===== config.mk =====
export PLATFORM = sky130hd
export DESIGN_NAME = mux_scan
export DESIGN_NICKNAME = d
export VERILOG_FILES = /design/src/rtl/mux_scan.sv
export SDC_FILE = /design/constraint.sdc
export NUM_CORES = 1
export LEC_CHECK = 0
export ABC_AREA = 1
export CORE_MARGIN = 1.5
export CORE_UTILIZATION = 46
export DETAILED_ROUTE_END_ITERATION = 8
export GPL_ROUTABILITY_DRIVEN = 0
export PLACE_DENSITY = 0.82
export SLEW_MARGIN = 15
export SYNTH_ARGS = -nofsm -noshare
export SYNTH_HDL_FRONTEND = slang
export SYNTH_SLANG_ARGS = --single-unit

===== constraint.sdc =====
create_clock -name clk -period 2.4 [get_ports clk]
set_input_delay 0.48 -clock clk [delete_from_list [all_inputs] [get_ports clk]]
set_output_delay 0.48 -clock clk [all_outputs]
set_load 0.005 [all_outputs]

===== src/rtl/mux_scan.sv =====
// Registered CHANNELS:1 multiplexer with direct-select and round-robin auto-scan
// modes, feeding a one-entry valid/ready output register.
module mux_scan #(
  parameter int WIDTH    = 8,
  parameter int CHANNELS = 8,
  parameter int SEL_W    = $clog2(CHANNELS),
  parameter int DWELL_W  = 8
) (
  input  logic                      clk,
  input  logic                      rst,
  input  logic [CHANNELS*WIDTH-1:0] in,
  input  logic [SEL_W-1:0]          sel,
  input  logic                      mode,
  input  logic [DWELL_W-1:0]        dwell,
  input  logic                      start,
  input  logic                      stop,
  output logic [WIDTH-1:0]          out,
  output logic [SEL_W-1:0]          out_ch,
  output logic                      out_valid,
  input  logic                      out_ready,
  output logic                      busy,
  output logic                      sel_err
);

  localparam logic IDLE  = 1'b0;
  localparam logic DWELL = 1'b1;

  logic               state;
  logic [SEL_W-1:0]   ch;
  logic [DWELL_W-1:0] cnt;
  logic [SEL_W-1:0]   ch_next;
  logic [WIDTH-1:0]   dir_data;
  logic [WIDTH-1:0]   scan_data;
  logic               slot_free;
  logic               sel_ok;
  logic               direct;
  logic               cap_dir;
  logic               cap_scan;
  logic               bad_sel;

  assign slot_free = !out_valid || out_ready;
  assign sel_ok    = 32'(sel) < 32'(CHANNELS);
  assign direct    = (state == IDLE) && !mode;
  assign cap_dir   = direct && slot_free && sel_ok;
  assign bad_sel   = direct && slot_free && !sel_ok;
  assign cap_scan  = (state == DWELL) && !stop && (cnt == '0) && slot_free;
  assign ch_next   = (32'(ch) == 32'(CHANNELS - 1)) ? '0 : ch + SEL_W'(1);
  assign busy      = (state == DWELL);

  // Compare-and-select muxes: an out-of-range sel matches no channel, so the
  // in vector is never indexed past its last channel.
  always_comb begin
    dir_data  = '0;
    scan_data = '0;
    for (int unsigned c = 0; c < CHANNELS; c++) begin
      if (32'(sel) == c) dir_data  = in[c*WIDTH +: WIDTH];
      if (32'(ch)  == c) scan_data = in[c*WIDTH +: WIDTH];
    end
  end

  always_ff @(posedge clk or posedge rst) begin
    if (rst) begin
      state     <= IDLE;
      ch        <= '0;
      cnt       <= '0;
      out       <= '0;
      out_ch    <= '0;
      out_valid <= 1'b0;
      sel_err   <= 1'b0;
    end else begin
      sel_err <= bad_sel;

      if (state == IDLE) begin
        if (mode && start && !stop) begin
          state <= DWELL;
          ch    <= '0;
          cnt   <= dwell;
        end
      end else begin
        if (stop) begin
          state <= IDLE;
        end else if (cnt != '0) begin
          cnt <= cnt - DWELL_W'(1);
        end else if (slot_free) begin
          ch  <= ch_next;
          cnt <= dwell;
        end
      end

      if (cap_dir) begin
        out       <= dir_data;
        out_ch    <= sel;
        out_valid <= 1'b1;
      end else if (cap_scan) begin
        out       <= scan_data;
        out_ch    <= ch;
        out_valid <= 1'b1;
      end else if (out_ready) begin
        out_valid <= 1'b0;
      end
    end
  end

endmodule


==> metrics.txt, run 1 <==
htree depth=1; YS warnings=0; CP Capture Type=flip-flop; Max Buffers Root-to-Sink=2; Post-Syn Nets=559; sequential area share after synthesis=0.227; DIE HEIGHT=78.8 microns; first-pass GRT wire length=15000 microns; vias per std cell=5.38; fin crit share=0.852; status=complete, no violations; Starting DRT DRC Count=~310; Post-synth ARST share=1.00; Fin Hold WS=0.491 ns; number of enable flip-flop cells after synthesis=0; CP required=2.57 ns; clock skew=0.00951 ns; Setup WS pre-CTS=between 0.1 and 0.15 ns; Row Count=27; total wire length=9030 microns; vias in the first global route=3294; # hold bufs at CTS=0; Mapped Area=2640 sq um; post-cts resize count=0; CTS tree=built; Post-Layout Cell Count=644; worst skew pair latency=0.28 ns; Final Util=0.684; port bufs=93; Post-Syn Instances=470; Final Hold Vio Count=0; detailed placement HPWL=7340 microns; Tightest Hold Check Type=flip-flop to flip-flop; via count=3463; main flop type after synthesis=dfrtp_1; synth unique cells=34; WL/cell=14.0 microns; synthesized flop and latch total=24; final setup vio count=0; DP Cell Count=640; Tmin final=approximately 2 ns; core area=5540 sq um; Inserted Clock Buffers=3; First-pass DRT Iterations=8; Critical Path Start=ch[2]; largest net degree at the start of global routing=25; pwr dens=491 nW/um^2; P&R area growth vs syn=43.5%; most common cell after layout, fill and taps aside=nand2_1; worst r2r path cells=13; Max Clk Rate=0.489 GHz; Slew Viols, Final=0; DP Area=3720 sq um; commonest cells after routing, fill and taps aside=197 x nand2_1, 93 x clkdlybuf4s50_1, 52 x inv_1; I/O pins=95; Global Route Usage Sum=0.304; Final nets=662; Design Area, Final=3790 sq um; Final Total Pwr=around 1.9 mW; clock slew at the register clock pins of the worst setup and hold paths=roughly 0.09 ns; Starting Density=0.477; TNS Setup=0 ns; # diodes=0; Die X-Extent=78.8 microns; post-CTS setup repair buffer count=0; max_cap viols=0; Pleak=1.90 nW; CTS root buf=clkbuf_8; Worst R2R End=out[1]; synthesized area per cell=around 5.6 sq um; worst reg-to-reg setup slack=~0.36 ns; # clock sinks=24; RSZ-0062 raised after global routing=no; DRT antenna net count=0; DRC viols=0; die area=6210 sq um; CP endpoint=out[1]; CP Class=flip-flop to flip-flop; Peak supply drop=0.331 mV; worst r2r src=ch[2]; Worst Path Arrival=between 2 and 2.5 ns; worst setup margin=0.356 ns; grt total ovfl=0; CP startpoint kind=flip-flop; initial antenna violation count=0; layout cells sized above 1=0.0734; CP Max Fanout=11
==> synthesized netlist by cell type (2+ instances only) <==
master | number | area [sq um]
nand2_1 | 197 | 739
inv_1 | 52 | 195
nor2_1 | 41 | 154
nand3_1 | 34 | 170
a21oi_1 | 27 | 135
dfrtp_1 | 24 | 601
o21ai_0 | 19 | 95.1
ha_1 | 8 | 100
inv_2 | 7 | 26.3
nand4_1 | 7 | 43.8
nor3_2 | 6 | 60.1
nor3_1 | 5 | 25.0
a31oi_1 | 4 | 25.0
clkbuf_1 | 4 | 15.0
o211ai_1 | 4 | 30.0
buf_2 | 3 | 15.0
clkinv_1 | 3 | 11.3
o21ai_1 | 3 | 15.0
a211oi_1 | 2 | 15.0
a21oi_2 | 2 | 17.5
nor3_4 | 2 | 32.5
or2_1 | 2 | 12.5
or2_2 | 2 | 12.5
xor2_1 | 2 | 17.5
==> how the worst min path moves through the flow <==
stage / startpoint / endpoint / depth (start not counted)
2_1_floorplan: out[6] / out[6] / 2
3_5_place_dp: out[2] / out[2] / 2
6_report: out[6] / out[6] / 2
5_1_grt: out[2] / out[2] / 2
4_1_cts: out[2] / out[2] / 2
3_3_place_gp: out[6] / out[6] / 2
==> cell families after synthesis <==
family | Yosys count | share of synthesized area
fa+ha+maj | 8 | 0.0379
compound gates | 63 | 0.132
buf+inv | 72 | 0.109
simple gates | 300 | 0.486
other cells | 1 | 0.00142
xor+xnor | 2 | 0.00663
flops | 24 | 0.227
==> critical path: stages, from the launching register on <==
cell and delay (ns):
dfrtp_1 0.58, inv_2 0.16, nand2_1 0.33, inv_1 0.24, nand2_1 0.10, nand2_1 0.05
inv_1 0.05, nand2_1 0.05, nand3_1 0.07, nand3_1 0.06, nand2_1 0.08, nand2_1 0.05
nand2_1 0.06, nand3_1 0.07
==> power breakdown <==
group          leakage (nW)  switching [mW]  internal [mW]
registers             0.295          0.0700          0.494
clock network        0.0357           0.138          0.223
logic                  1.57           0.497          0.440
==> routing by layer <==
layer	vias to the layer above	global-route usage	part of all wire	routed length [microns]
met3	26	0.0402	0.085	767
met4	0	0.0839	0.024	216
met5	-	0	0	0
met2	200	0.543	0.49	4380
met1	1547	0.383	0.41	3660
li1	1690	-	-	-
==> registers in the layout (all words and copies together), names as in the netlist <==
name	count
cnt	8
out_valid	1
busy	1
out	8
ch	3
out_ch	3
==> cell type report <==
| class | count | area [sq um] |
|---|---|---|
| tap | 72 | 90.1 |
| timing repair buffer | 107 | 1040 |
| fill | 522 | 1750 |
| multi-input combinational | 374 | 1750 |
| inverter | 63 | 239 |
| clock inverter | 1 | 30.0 |
| sequential | 24 | 601 |
| clock buffer | 3 | 41.3 |
Power figures use the tool's default switching activity.
==> run 2, diff against run 1 <==
--- a/config.mk
+++ b/config.mk
@@ -11,6 +11,7 @@
 export DETAILED_ROUTE_END_ITERATION = 8
 export GPL_ROUTABILITY_DRIVEN = 0
 export PLACE_DENSITY = 0.82
+export SETUP_SLACK_MARGIN = 0.05
 export SLEW_MARGIN = 15
 export SYNTH_ARGS = -nofsm -noshare
 export SYNTH_HDL_FRONTEND = slang
==> results of run 2 <==
The final DEF is identical to that of run 1; final timing and power are the same.
==> run 3, diff against run 2 <==
--- a/config.mk
+++ b/config.mk
@@ -10,6 +10,7 @@
 export CORE_UTILIZATION = 46
 export DETAILED_ROUTE_END_ITERATION = 8
 export GPL_ROUTABILITY_DRIVEN = 0
+export GPL_TIMING_DRIVEN = 0
 export PLACE_DENSITY = 0.82
 export SETUP_SLACK_MARGIN = 0.05
 export SLEW_MARGIN = 15
==> run 3 against run 2 <==
Critical path depth decreased by 2; utilization decreased by 1.3 points; sequential power about the same; combinational power decreased by 2.1%; worst hold slack got worse by 0.0044 ns; die area unchanged; clock-buffer cell count increased by 1; total power decreased by 5.4%; sequential cell count unchanged; cell count decreased by 0.93%; via count decreased by 1.7%; highest routed layer unchanged.
==> metrics.txt, run 3 (synthesized netlist as in run 1, its figures left out) <==
Setup WS pre-CTS=0.0427 ns (-0.0869 ns); CP startpoint kind=input port; Max Buffers Root-to-Sink=2 (unchanged); CP Class=input port to flip-flop; Top Registers=cnt: 8 flops, out: 8 flops; I/O pins=95 (unchanged); Starting DRT DRC Count=268 (-14%); htree depth=1 (unchanged); Pleak=1.85 nW (-2.8%); clock slew at the register clock pins of the worst setup and hold paths=0.08 ns (about the same); First-pass DRT Iterations=5 (-3); Max-slew headroom=0.369; core area=5540 sq um (unchanged); CP Max Fanout=8 (-3); Worst Path Arrival=2.38 ns (+0.16 ns); RSZ-0062 raised after global routing=no; first-pass GRT wire length=14500 microns (-3.6%); Tmin final=2.18 ns (+0.131 ns); CP required=2.61 ns (+0.04 ns); Final nets=656 (-0.91%); most common cell after layout, fill and taps aside=nand2_1; # clock sinks=24 (unchanged); # hold bufs at CTS=0 (unchanged); Max Clk Rate=0.460 GHz (-6.0%); TNS Setup=0 ns (unchanged); die area=6210 sq um (unchanged); met2 usage=0.504 (-0.0388); grt total ovfl=0 (unchanged); via count=3403 (-1.7%); Final Hold Vio Count=0 (unchanged); Starting Density=0.477 (unchanged); status=complete, no violations; worst setup margin=0.225 ns (-0.131 ns); Peak supply drop=0.340 mV (+2.8%); pwr dens=474 nW/um^2 (-3.6%); vias in the first global route=3209 (-2.6%); CTS root buf=clkbuf_8; Slew Viols, Final=0 (unchanged); M1 GR Usage=0.386 (+0.00347); fin crit share=0.906 (+0.0546); vias per std cell=5.33 (-0.81%); largest net degree at the start of global routing=25 (unchanged); clock skew=0.00582 ns (-0.00369 ns); P&R area growth vs syn=40.7%; worst skew pair latency=0.27 ns (about the same); detailed placement HPWL=6990 microns (-4.8%); DIE HEIGHT=78.8 microns (unchanged); layout cells sized above 1=0.0636 (-0.00982); port bufs=92 (-1.1%); CTS tree=built; fill cell count=520 (-0.38%); commonest cells after routing, fill and taps aside=197 x nand2_1, 92 x clkdlybuf4s50_1, 52 x inv_1; WP buf/inv=2 (-1); GR Layer Usage met3=0.0368 (-0.00345); Critical Path Slowest Stage Cell=clkdlybuf4s50_1; Inserted Clock Buffers=3 (unchanged); Row Count=27 (unchanged); # diodes=0 (unchanged); crit-path leading delay family=simple AND/OR/NAND/NOR gates; initial antenna violation count=0 (unchanged); DRC viols=0 (unchanged); grt peak-use layer=met2; max_cap viols=0 (unchanged); Tightest Hold Check Type=flip-flop to flip-flop; final setup vio count=0 (unchanged); total wire length=8740 microns (-3.2%); Critical Path, Cell by Cell=clkdlybuf4s50_1 -> inv_2 -> nor3_2 -> nand2_1 -> nand2_1 -> nor2_1 -> nand4_1 -> nor2_1 -> a21oi_1 -> nand2_1 -> nand2_1; WL/cell=13.7 microns (-2.3%); Global Route Usage Sum=0.290 (-0.0144); Fin Hold WS=0.486 ns (-0.00439 ns); Die X-Extent=78.8 microns (unchanged); DRT antenna net count=0 (unchanged); Worst-Margin Slew=between 0.9 and 1 ns; peak per-stage delay on the critical path=0.62 ns (+0.04 ns); CP Capture Type=flip-flop; most used cell, CP=nand2_1
[run 3: layout make-up]
type	instances	area, sq um	area share
multi-input cells	374	1760	0.473
repair buffers	92	921	0.248
plain buffers	9	48.8	0.0131
inverters	63	243	0.0653
flip-flops and latches	24	601	0.162
clock buffers	4	55.1	0.0148
well taps	72	90.1	0.0242
[run 3: final timing paths]
check | slack [ns] | cells after the start | startpoint | to
worst max-delay path | 0.22 | 11 | sel[0] | out[3]
worst min-delay path | 0.49 | 2 | out[6] | out[6]
worst max register to register | 0.25 | 16 | ch[1] | out[3]
worst min register to register | 0.49 | 2 | out[6] | out[6]
max in group asynchronous | 1.10 | 2 | rst | out_ch[2]
min in group asynchronous | 0.72 | 2 | rst | out[6]
[run 3: per-stage QoR]
| stage | utilization | total power [mW] | instances | area [sq um] |
|---|---|---|---|---|
| detailed placement | 0.659 | 1.47 | 634 | 3650 |
| finish | 0.671 | 1.76 | 638 | 3720 |
| floorplan | - | 1.07 | 470 | 2640 |
| global route | 0.671 | 1.91 | 638 | 3720 |
| CTS | 0.669 | 1.76 | 638 | 3710 |
| global placement | 0.659 | 1.45 | 634 | 3650 |
[run 3: routing by layer]
| metal | up-vias | wire (microns) |
|---|---|---|
| li1 | 1682 | - |
| met1 | 1576 | 3860 |
| met2 | 131 | 4170 |
| met3 | 14 | 607 |
| met4 | 0 | 99 |
| met5 | - | 0 |
[run 3: tightest hold or removal path, stage by stage (launching register included)]
cell and delay [ns]:
dfrtp_1 0.35, nand2_1 0.05, nand2_1 0.05
[run 3: report_power, final]
| group | total, mW | switching (mW) | internal [mW] |
|---|---|---|---|
| clock | 0.278 | 0.132 | 0.147 |
| sequential | 0.566 | 0.0719 | 0.494 |
| combinational | 0.917 | 0.487 | 0.429 |
[run 3: what timing repair did]
| action | in CTS | in global routing |
|---|---|---|
| endpoints found under the setup margin | 0 | 6 |
| gates resized for setup | 0 | 3 |
| buffers inserted | 0 | 0 |
